`src/rtl/stream_apb_pkg.sv`:
```
// Shared definitions for the byte-stream to APB bridge: FSM state encoding
// and the byte used to fill read data after a failed access.
package stream_apb_pkg;

    typedef enum logic [2:0] {
        ST_ADDR   = 3'd0,
        ST_WDATA  = 3'd1,
        ST_SETUP  = 3'd2,
        ST_ACCESS = 3'd3,
        ST_RSHIFT = 3'd4
    } state_e;

    localparam logic [7:0] ERR_FILL_BYTE = 8'hFF;

endpackage

```
`src/rtl/apb_timeout_counter.sv`:
```
// Counts ACCESS-phase cycles spent waiting for PREADY and flags the cycle in
// which the wait reaches TIMEOUT cycles.
module apb_timeout_counter #(
    parameter int TIMEOUT = 255
) (
    input  logic clk_i,
    input  logic rst_ni,
    input  logic load_i,
    input  logic enable_i,
    output logic expire_o
);

    localparam logic [15:0] LIMIT = 16'(TIMEOUT - 1);

    logic [15:0] count_q;

    // Restart at zero in SETUP, then count each waiting ACCESS cycle.
    always_ff @(posedge clk_i) begin
        if (!rst_ni) begin
            count_q <= 16'd0;
        end else if (load_i) begin
            count_q <= 16'd0;
        end else if (enable_i && (count_q != LIMIT)) begin
            count_q <= count_q + 16'd1;
        end
    end

    assign expire_o = enable_i && (count_q == LIMIT);

endmodule

```
`src/rtl/stream_to_apb_wide.sv`:
```
// Bridges an I2C-slave byte stream to an APB master with multi-byte address
// and data words. Optional feature: define STREAM_TO_APB_PSLVERR_EN to make
// PSLVERR set the sticky error and replace read data with 0xFF bytes.
module stream_to_apb_wide
    import stream_apb_pkg::*;
#(
    parameter int ADDR_BYTES = 1,
    parameter int DATA_BYTES = 1,
    parameter int AUTO_INC   = 1,
    parameter int TIMEOUT    = 255
) (
    input  logic                    CLK,
    input  logic                    RESETn,
    input  logic [7:0]              in_data,
    input  logic                    in_valid,
    output logic                    in_ready,
    input  logic                    in_last,
    output logic [7:0]              out_data,
    output logic                    out_valid,
    input  logic                    out_ready,
    output logic                    out_last,
    input  logic                    busy,
    output logic                    err,
    output logic                    PSEL,
    output logic                    PENABLE,
    output logic                    PWRITE,
    output logic [8*ADDR_BYTES-1:0] PADDR,
    output logic [8*DATA_BYTES-1:0] PWDATA,
    input  logic [8*DATA_BYTES-1:0] PRDATA,
    input  logic                    PREADY,
    input  logic                    PSLVERR
);

    localparam int AW = 8 * ADDR_BYTES;
    localparam int DW = 8 * DATA_BYTES;
    localparam logic [2:0] AB_M1 = 3'(ADDR_BYTES - 1);
    localparam logic [2:0] DB_M1 = 3'(DATA_BYTES - 1);
    localparam logic [DW-1:0] ERR_FILL = {DATA_BYTES{ERR_FILL_BYTE}};

    state_e        state_q, state_d;
    logic [AW-1:0] addr_q, addr_d;
    logic [DW-1:0] wdata_q, wdata_d;
    logic [DW-1:0] rdata_q, rdata_d;
    logic [2:0]    addrCnt_q, addrCnt_d;
    logic [2:0]    byteCnt_q, byteCnt_d;
    logic [2:0]    rCnt_q, rCnt_d;
    logic          pwrite_q, pwrite_d;
    logic          lastPend_q, lastPend_d;
    logic          abortPend_q, abortPend_d;
    logic          err_q, err_d;
    logic          inReady_q;
    logic          busyPrev_q;

    logic inAccept, busyFall, readReq, accessDone, slvErr, accessFault;
    logic tmoLoad, tmoEnable, tmoExpire;

`ifdef STREAM_TO_APB_PSLVERR_EN
    assign slvErr = PSLVERR;
`else
    logic unusedPslverr;
    assign unusedPslverr = PSLVERR;
    assign slvErr        = 1'b0;
`endif

    assign inAccept    = in_valid && inReady_q;
    assign busyFall    = busyPrev_q && !busy;
    assign readReq     = out_ready && !out_valid && (byteCnt_q == 3'd0) && !in_valid;
    assign accessDone  = PREADY || tmoExpire;
    assign accessFault = tmoExpire || slvErr;

    apb_timeout_counter #(
        .TIMEOUT (TIMEOUT)
    ) u_timeout (
        .clk_i    (CLK),
        .rst_ni   (RESETn),
        .load_i   (tmoLoad),
        .enable_i (tmoEnable),
        .expire_o (tmoExpire)
    );

    // Next-state logic: byte assembly, APB sequencing and read byte shifting.
    always_comb begin
        state_d     = state_q;
        addr_d      = addr_q;
        wdata_d     = wdata_q;
        rdata_d     = rdata_q;
        addrCnt_d   = addrCnt_q;
        byteCnt_d   = byteCnt_q;
        rCnt_d      = rCnt_q;
        pwrite_d    = pwrite_q;
        lastPend_d  = lastPend_q;
        abortPend_d = abortPend_q;
        err_d       = err_q;
        tmoLoad     = 1'b0;
        tmoEnable   = 1'b0;
        case (state_q)
            ST_ADDR: begin
                if (busyFall) begin
                    addrCnt_d = 3'd0;
                end else if (inAccept) begin
                    addr_d = AW'({addr_q, in_data});
                    if (in_last) begin
                        addrCnt_d = 3'd0;
                    end else if (addrCnt_q == AB_M1) begin
                        addrCnt_d = 3'd0;
                        state_d   = ST_WDATA;
                    end else begin
                        addrCnt_d = addrCnt_q + 3'd1;
                    end
                end
            end
            ST_WDATA: begin
                if (busyFall) begin
                    byteCnt_d = 3'd0;
                    state_d   = ST_ADDR;
                end else if (inAccept) begin
                    wdata_d = DW'({wdata_q, in_data});
                    if (byteCnt_q == DB_M1) begin
                        byteCnt_d   = 3'd0;
                        pwrite_d    = 1'b1;
                        lastPend_d  = in_last;
                        abortPend_d = 1'b0;
                        state_d     = ST_SETUP;
                    end else if (in_last) begin
                        byteCnt_d = 3'd0;
                        err_d     = 1'b1;
                        state_d   = ST_ADDR;
                    end else begin
                        byteCnt_d = byteCnt_q + 3'd1;
                    end
                end else if (readReq) begin
                    pwrite_d    = 1'b0;
                    lastPend_d  = 1'b0;
                    abortPend_d = 1'b0;
                    state_d     = ST_SETUP;
                end
            end
            ST_SETUP: begin
                tmoLoad = 1'b1;
                state_d = ST_ACCESS;
                if (busyFall) begin
                    abortPend_d = 1'b1;
                end
            end
            ST_ACCESS: begin
                tmoEnable = 1'b1;
                if (busyFall) begin
                    abortPend_d = 1'b1;
                end
                if (accessDone) begin
                    if (PREADY && (AUTO_INC != 0)) begin
                        addr_d = addr_q + AW'(1);
                    end
                    if (accessFault) begin
                        err_d = 1'b1;
                    end
                    if (!pwrite_q) begin
                        rdata_d = accessFault ? ERR_FILL : PRDATA;
                        rCnt_d  = 3'd0;
                    end
                    if (abortPend_q || busyFall || (pwrite_q && lastPend_q)) begin
                        state_d = ST_ADDR;
                    end else if (pwrite_q) begin
                        state_d = ST_WDATA;
                    end else begin
                        state_d = ST_RSHIFT;
                    end
                end
            end
            ST_RSHIFT: begin
                if (busyFall) begin
                    rCnt_d  = 3'd0;
                    state_d = ST_ADDR;
                end else if (out_ready) begin
                    rdata_d = rdata_q << 8;
                    if (rCnt_q == DB_M1) begin
                        rCnt_d  = 3'd0;
                        state_d = ST_WDATA;
                    end else begin
                        rCnt_d = rCnt_q + 3'd1;
                    end
                end
            end
            default: state_d = ST_ADDR;
        endcase
    end

    // State and datapath registers; reset abandons any APB access in flight.
    always_ff @(posedge CLK) begin
        if (!RESETn) begin
            state_q     <= ST_ADDR;
            addr_q      <= '0;
            wdata_q     <= '0;
            rdata_q     <= '0;
            addrCnt_q   <= 3'd0;
            byteCnt_q   <= 3'd0;
            rCnt_q      <= 3'd0;
            pwrite_q    <= 1'b0;
            lastPend_q  <= 1'b0;
            abortPend_q <= 1'b0;
            err_q       <= 1'b0;
            inReady_q   <= 1'b0;
            busyPrev_q  <= 1'b0;
        end else begin
            state_q     <= state_d;
            addr_q      <= addr_d;
            wdata_q     <= wdata_d;
            rdata_q     <= rdata_d;
            addrCnt_q   <= addrCnt_d;
            byteCnt_q   <= byteCnt_d;
            rCnt_q      <= rCnt_d;
            pwrite_q    <= pwrite_d;
            lastPend_q  <= lastPend_d;
            abortPend_q <= abortPend_d;
            err_q       <= err_d;
            inReady_q   <= (state_d == ST_ADDR) || (state_d == ST_WDATA);
            busyPrev_q  <= busy;
        end
    end

    assign in_ready  = inReady_q;
    assign PSEL      = (state_q == ST_SETUP) || (state_q == ST_ACCESS);
    assign PENABLE   = (state_q == ST_ACCESS);
    assign PWRITE    = pwrite_q;
    assign PADDR     = addr_q;
    assign PWDATA    = wdata_q;
    assign out_valid = (state_q == ST_RSHIFT);
    assign out_last  = (state_q == ST_RSHIFT) && (rCnt_q == DB_M1);
    assign out_data  = rdata_q[DW-1 -: 8];
    assign err       = err_q;

endmodule

```
`config.mk`:
```
export PLATFORM = sky130hd
export DESIGN_NAME = stream_to_apb_wide
export DESIGN_NICKNAME = d
export VERILOG_FILES = /design/src/rtl/stream_apb_pkg.sv /design/src/rtl/apb_timeout_counter.sv /design/src/rtl/stream_to_apb_wide.sv
export SDC_FILE = /design/constraint.sdc
export NUM_CORES = 1
export LEC_CHECK = 0
export CORE_ASPECT_RATIO = 0.8
export CORE_MARGIN = 1
export CORE_UTILIZATION = 55
export CTS_CLUSTER_SIZE = 20
export DETAILED_ROUTE_END_ITERATION = 12
export DONT_BUFFER_PORTS = 1
export PLACE_DENSITY_LB_ADDON = 0.12
export SLEW_MARGIN = 20
export SYNTH_ARGS = -nofsm -noshare
export SYNTH_HDL_FRONTEND = slang
export SYNTH_SLANG_ARGS = --single-unit
```
`constraint.sdc`:
```
create_clock -name CLK -period 2.3 [get_ports CLK]
set_clock_uncertainty 0.2 [all_clocks]
set_input_delay 0.345 -clock CLK [delete_from_list [all_inputs] [get_ports CLK]]
set_output_delay 0.345 -clock CLK [all_outputs]
set_load 0.05 [all_outputs]
```
After elaboration in Yosys (flattened, before gate mapping) --
Index checks and enable logic that the tools add are counted.
Storage, ports and cells: register bits after elaboration 58, output and inout bits 31, word-level logic and storage cells 144
Operators by class: add/subtract/negate cells 5, equal/unequal tests 24, muxes and demuxes 60, bitwise gates (word level) 2, reductions and logical operators 39
Operator list (count):
- $mux 3 | 28
- $mux 8 | 9
- $pmux 8 s2 | 2
- $mux 1 | 17
- $add 16x1->16 const B | 1
- $eq 16x8->1 const B | 1
- $ne 16x8->1 const B | 1
- $ne 2x2->1 const B | 8
- $logic_not 3->1 | 5
- $pmux 3 s5 | 1
- $reduce_and 5->1 | 3
- $ne 2x1->1 const B | 6
- $reduce_bool 2->1 | 6
- $add 3x1->3 const B | 3
- $logic_and 1x1->1 | 9
- $add 8x1->8 const B | 1
- $reduce_and 4->1 | 2
- $reduce_and 7->1 | 1
- $eq 3x1->1 const B | 2
- $eq 3x2->1 const B | 2
- $ne 3x3->1 const B | 2
- $pmux 3 s2 | 1
- $logic_or 1x1->1 | 5
- $pmux 1 s2 | 2
- other kinds (7) | 12

Depth between registers and ports, before layout --
Gate-level depths: netlist of run 1.
word-level depth 11, mapped depth 8

Cells and area by module --
A second synthesis of run 1 with hierarchy kept.
Second synthesis, totals: cell total of the unflattened synthesis 369, area, all modules 3036.7 um^2
Modules (own cells, without submodules):
- stream_to_apb_wide | instances 1, cells an instance 270, area an instance 2187.1 um^2, sequential area each 840.8 um^2
- apb_timeout_counter | instances 1, cells an instance 99, area an instance 849.6 um^2, sequential area each 320.3 um^2

Least setup slack after synthesis of run 1 --
Ideal clock, no wire load.
kind register to output, start reg state_q[1], end out out_last, arrival time 1757 ps, required time 1755 ps, slack -2 ps, stages on the path, launching flop included 5, buffers on the path 1, cells stage by stage dfxtp_1 -> clkbuf_1 -> or3b_1 -> inv_1 -> and2_1
On the way: word-level cells in the longest chain between the ends 2
RTL lines:
- start, declared | RTL line stream_to_apb_wide.sv:40 | state_e state_q, state_d;
- start signal, assigned | RTL line stream_to_apb_wide.sv:205 | state_q <= state_d;
- $eq 3x3->1
- via out_valid | RTL line stream_to_apb_wide.sv:19 | output logic out_valid,
- $logic_and 1x1->1 | RTL line stream_to_apb_wide.sv:228 | assign out_last = (state_q == ST_RSHIFT) && (rCnt_q == DB_M1);
- end, declared | RTL line stream_to_apb_wide.sv:21 | output logic out_last,
The timed path passes the listed nets, and every way through them passes these cells.

Worst setup path in the final report of run 1 --
start reg state_q[2], end out out_last
On the way: word-level cells in the longest chain between the ends 2
RTL lines (RTL line):
- $eq 3x3->1 | stream_to_apb_wide.sv:228
- $logic_and 1x1->1 | stream_to_apb_wide.sv:228
No other way between the ends.

==> results.toml, run 1 <==
[status]
status = "complete, no violations"

[cts]
cts_buffers = 9
cts_root_buffer = "clkbuf_8"
clk_latency_ns = 0.35
path_clk_slew_ns = 0.07
clock-sinks = 58
clock_path_buffers = 2
postCtsSetupRepairBufs = 0
htree_levels = 3
cts_tree = "yes"

[sta]
setup_viol = 0
slew_violations = 0
hold_viol = 0
rsz0062_at_grt = "no"
fin_setup_tns_ns = 0
fin_crit_ns = 2.18
tightestPinTransition_ns = 0.686
slew_headroom_pct = 54.1
fmax_ghz = 0.458
min_period_over_period_pct = 95.0

[pwr]
power_leakage_nw = 1.31
fin_total_pwr_w = 0.00243
pwr_density_cell_nw_per_um2 = 651
peakVddDrop_uv = 505

[global_route]
grt_max_degree = 28
overflow = 0
grt_pass1_wl_um = 13000
antenna_found_initial = 0
grt.total_usage_pct = 27.7
grt_pass1_vias = 2759

[hold_path]
min_from = "RESETn"
hp-class = "in2reg"

[layout]
register_area_um2 = 1160
multi_input_area_um2 = 1810
fin_cells = 490
diodes = 0
fin_util_pct = 68.4
area_growth_syn_to_layout_pct = 19.2
fillers = 471
drive_above_1_share_pct = 14.1
nets = 440

[run]
cap_viol_max_count = 0

[logic_synthesis]
yosys.area_share.adder_pct = 3.59
synth_area_leaders = "dfxtp_1 (37%), mux2i_1 (5.8%), a21oi_1 (4.3%)"
synth_compound_area_share_pct = 19.9
yosysUniqueCellTypes = 63
netlist_instances = 371
synth_xor_area_share_pct = 0
netlist_area_um2 = 3130
syn_avg_cell_area_um2 = 8.44
synth-main-ff-cell = "dfxtp_1"
synth_common_cells = "dfxtp_1 (58), nand2_1 (31), a21oi_1 (27)"
synth_top_family_by_area = "simple AND/OR/NAND/NOR gates"
synth_seq_cells = 58
async_reset_ff_share_pct = 0
synth_area_leader_cell = "dfxtp_1"
yosys.area_share.simple_pct = 27.8
synth_mux_area_share_pct = 6.11
syn-num-nets = 404
netlist.area_leader.share_pct = 37.1
yosysMostFrequentCell = "dfxtp_1"
yosysWarnings = 0
synth-edff-count = 0
seq_area_frac_synth_pct = 37.1

[routing]
vias = 2958
drt-pass1-iter-count = 5
antenna_left = 0
wl_per_cell_um = 15.7
vias_per_cell = 6.04
drt-initial-drc-count = 256
drc = 0
wirelength_um = 7710

[placement]
dpl.cell_count = 456
place_congestion = 0.860
hpwl_um = 5250
port_buffers = 0

[floorplanning]
core_area_um2 = 5470
ios = 55
die_w_um = 86.4
fp.dieArea_um2 = 6000
fp-row-count = 24
die_y_um = 69.5
start_util_pct = 57.3

[setup_path]
startpoint = "state_q[2]"
rr_startpoint = "state_q[0]"
startpoint_type = "register"
worstPathMaxFanout = 8
r2r_setup_slack_ns = 0.16
end_kind = "output port"
critPathKind = "reg2out"
required_ns = 1.75
cp.arrival_ns = 1.64
[power by group]
group          switching, W  internal (W)  total (W)  leakage (nW)
Clock              0.000427      0.000636    0.00106         0.109
Sequential        0.0000376       0.00103    0.00107         0.469
Combinational      0.000190      0.000114   0.000303         0.727
Total              0.000654       0.00178    0.00243          1.31
[logic make-up (layout without fill, tap and decap cells)]
family / after synthesis / after routing
adder cells (fa/ha/maj): 9 / 9
flip-flops: 58 / 58
AO/OA/AOI/OAI: 97 / 97
buffers and inverters: 38 / 79
multiplexers: 19 / 19
AND/OR/NAND/NOR: 150 / 150
[cell type report]
class	count	share of cell area, %
Tap cell	78	2.61
Timing Repair Buffer	44	10.0
Sequential cell	58	31.1
Inverter	19	1.91
Multi-Input combinational cell	275	48.5
Clock inverter	5	2.08
Clock buffer	11	3.78
[per-layer routing]
metal  share of wire [%]  routed length, µm  GRT usage (%)
met4                0.84                 65           6.11
met5                   0                  0              0
met3                 6.8                525           9.17
met1                  49               3750           38.9
met2                  44               3360           41.3
[sequential cells by signal, indices dropped and copies added (netlist names)]
signal,cells
PWDATA,8
u_timeout.count_q,16
err,1
busyPrev_q,1
lastPend_q,1
addrCnt_q,3
PWRITE,1
state_q,3
PADDR,8
out_data,8
abortPend_q,1
rCnt_q,3
in_ready,1
byteCnt_q,3
[path summary, 6_finish.rpt]
path                                               to  cells past startpoint
worst max-delay path                         out_last                      3
worst min-delay path                       state_q[0]                      2
worst max register to register  u_timeout.count_q[13]                      4
worst min register to register           addrCnt_q[1]                      2
[critical path, stage by stage, from the launching register on]
cell and delay [ns]:
dfxtp_1 0.43, or3b_1 0.44, inv_2 0.16, and2_4 0.26
[per-stage QoR]
stage / instance area [µm²] / hold WS (ns) / setup slack (ns)
5_1_grt: 3740 / 0.0263 / 0.0216
3_3_place_gp: 3330 / 0.259 / 0.228
2_1_floorplan: 3130 / 0.249 / 0.0698
6_report: 3740 / 0.0133 / 0.116
3_5_place_dp: 3330 / 0.269 / 0.127
4_1_cts: 3730 / 0.00195 / 0.0555
[repair_timing]
item                                   in CTS  in global routing
endpoints found under the hold margin      26                  0
resized for setup                           1                  3
gates cloned                                0                  0
setup endpoints to repair                   1                 11
hold buffers                               18                  0
[cell usage in the layout (no fill, tap or decap), drive strengths merged, types with 8 or more instances in the layout]
cell / n
dfxtp: 58
nand2: 31
o21ai: 28
a21oi: 27
buf: 26
nor2: 19
nand3: 18
mux2i: 18
dlygate4sd3: 18
inv: 18
nor3: 14
or4: 13
clkbuf: 11
o31ai: 10
ha: 9
and2: 8
Note: power is estimated with default switching activity, not from simulation.
==> inputs of run 2 (changes only) <==
--- a/config.mk
+++ b/config.mk
@@ -8,6 +8,7 @@
 export CORE_ASPECT_RATIO = 0.8
 export CORE_MARGIN = 1
 export CORE_UTILIZATION = 55
+export CTS_CLUSTER_DIAMETER = 120
 export CTS_CLUSTER_SIZE = 20
 export DETAILED_ROUTE_END_ITERATION = 12
 export DONT_BUFFER_PORTS = 1
==> results of run 2 <==
No change in the layout: final DEF, timing and power equal those of run 1.
==> inputs of run 3 (changes only) <==
--- a/config.mk
+++ b/config.mk
@@ -7,7 +7,7 @@
 export LEC_CHECK = 0
 export CORE_ASPECT_RATIO = 0.8
 export CORE_MARGIN = 1
-export CORE_UTILIZATION = 55
+export CORE_UTILIZATION = 50
 export CTS_CLUSTER_DIAMETER = 120
 export CTS_CLUSTER_SIZE = 20
 export DETAILED_ROUTE_END_ITERATION = 12
==> run 3 against run 2 <==
Worst setup slack worse by 0.026 ns; clock power down 9.5%; sequential share of layout area up 0.20 points; highest routed layer unchanged; critical endpoint unchanged.
==> results.toml, run 3 (synthesized netlist as in run 1, its figures left out) <==
[sta]
rsz0062_at_grt = "no"
tightestPinTransition_ns = 0.743
fin_setup_tns_ns = 0
slew_headroom_pct = 50.3
hold_viol = 0
hold_ws_ns = 0.00712
min_period_over_period_pct = 96.1
fmax_ghz = 0.453
fin_crit_ns = 2.21
setup_viol = 0
slew_violations = 0

[placement]
hpwl_um = 5320
place_area_um2 = 3320
place_congestion = 0.819
port_buffers = 0

[layout]
nets = 436
largest_reg_flops = 16
final_cell_mix = "dfxtp_1 (56), nand2_1 (31), a21oi_1 (27)"
area_growth_syn_to_layout_pct = 18.6
fin_util_pct = 62.2
largest_register = "u_timeout.count_q"
drive_above_1_share_pct = 14.2
diodes = 0
layout_commonest_cell = "dfxtp_1"
design_area_um2 = 3720

[routing]
antenna_left = 0
drt-initial-drc-count = 166
drt-pass1-iter-count = 4
drc = 0
wirelength_um = 7800
vias_per_cell = 6.07
wl_per_cell_um = 15.9
vias = 2970

[floorplanning]
fp-row-count = 25
die_y_um = 72.8
start_util_pct = 52.4
die_w_um = 90.5
ios = 55
core_area_um2 = 5970
fp.dieArea_um2 = 6590

[cts]
htree_levels = 3
clock-sinks = 58
clock_path_buffers = 2
cts_buffers = 9
path_clk_slew_ns = 0.07
clk_latency_ns = 0.34
cts_root_buffer = "clkbuf_8"
cts_tree = "yes"

[setup_path]
crit_slowest_cell = "or3b_1"
startpoint_type = "register"
end_kind = "output port"
worstPathCellList = "or3b_1, inv_1, and2_4"
rr_startpoint = "u_timeout.count_q[11]"
startpoint = "state_q[2]"
cp_slowest_stage_delay_ns = 0.43
required_ns = 1.75
critPathTopFamily = "simple AND/OR/NAND/NOR gates"
cp.arrival_ns = 1.66
critPathKind = "reg2out"
worstPathMaxFanout = 9
path_buf_inv = 1

[global_route]
antenna_found_initial = 0
grt_max_degree = 28
grt_pass1_vias = 2756
overflow = 0
grt.total_usage_pct = 24.8
grt_pass1_wl_um = 12800

[run]
cap_viol_max_count = 0

[hold_path]
hp-class = "in2reg"
min_from = "PRDATA[1]"

[pwr]
peakVddDrop_uv = 480
power_leakage_nw = 1.28
pwr_density_cell_nw_per_um2 = 627

[status]
status = "complete, no violations"
run 3: area by class of cell:
class,count,area (µm²)
clock buffers,10,138
clock inverters,6,66.3
fillers,518,2260
inverters,19,71.3
multi-input cells,275,1820
flip-flops and latches,58,1160
well taps,81,101
repair buffers,40,353
run 3: per-layer routing:
layer  track usage (%)  share of wire, %
met4              10.2               1.2
met3              7.08               8.0
met5                 0                 0
met1              33.6                46
met2              37.1                45
run 3: where the power goes:
group / internal [W] / switching (W)
sequential: 0.00103 / 0.0000348
combinational: 0.000113 / 0.000194
clock: 0.000528 / 0.000431
total: 0.00167 / 0.000659
run 3: final timing paths:
check,slack (ns),depth (start not counted),endpoint
max,0.09,3,out_last
min,0.007,2,out_data[1]
max reg2reg,0.15,5,u_timeout.count_q[2]
min reg2reg,0.27,2,addrCnt_q[1]
run 3: through the flow:
| stage | total power [W] | std cells | setup WS (ns) |
|---|---|---|---|
| floorplan | 0.00129 | 371 | 0.0698 |
| detailed placement | 0.00136 | 456 | 0.0803 |
| CTS | 0.00235 | 488 | 0.0233 |
| finish | 0.00233 | 489 | 0.0901 |
| global route | 0.00242 | 489 | 0.0161 |
| global placement | 0.00136 | 456 | 0.151 |
run 3: repair_timing:
item	CTS	global route
gates resized for setup	1	5
endpoints found under the setup margin	1	12
hold buffers	16	0
endpoints found under the hold margin	27	0
setup buffers	0	1
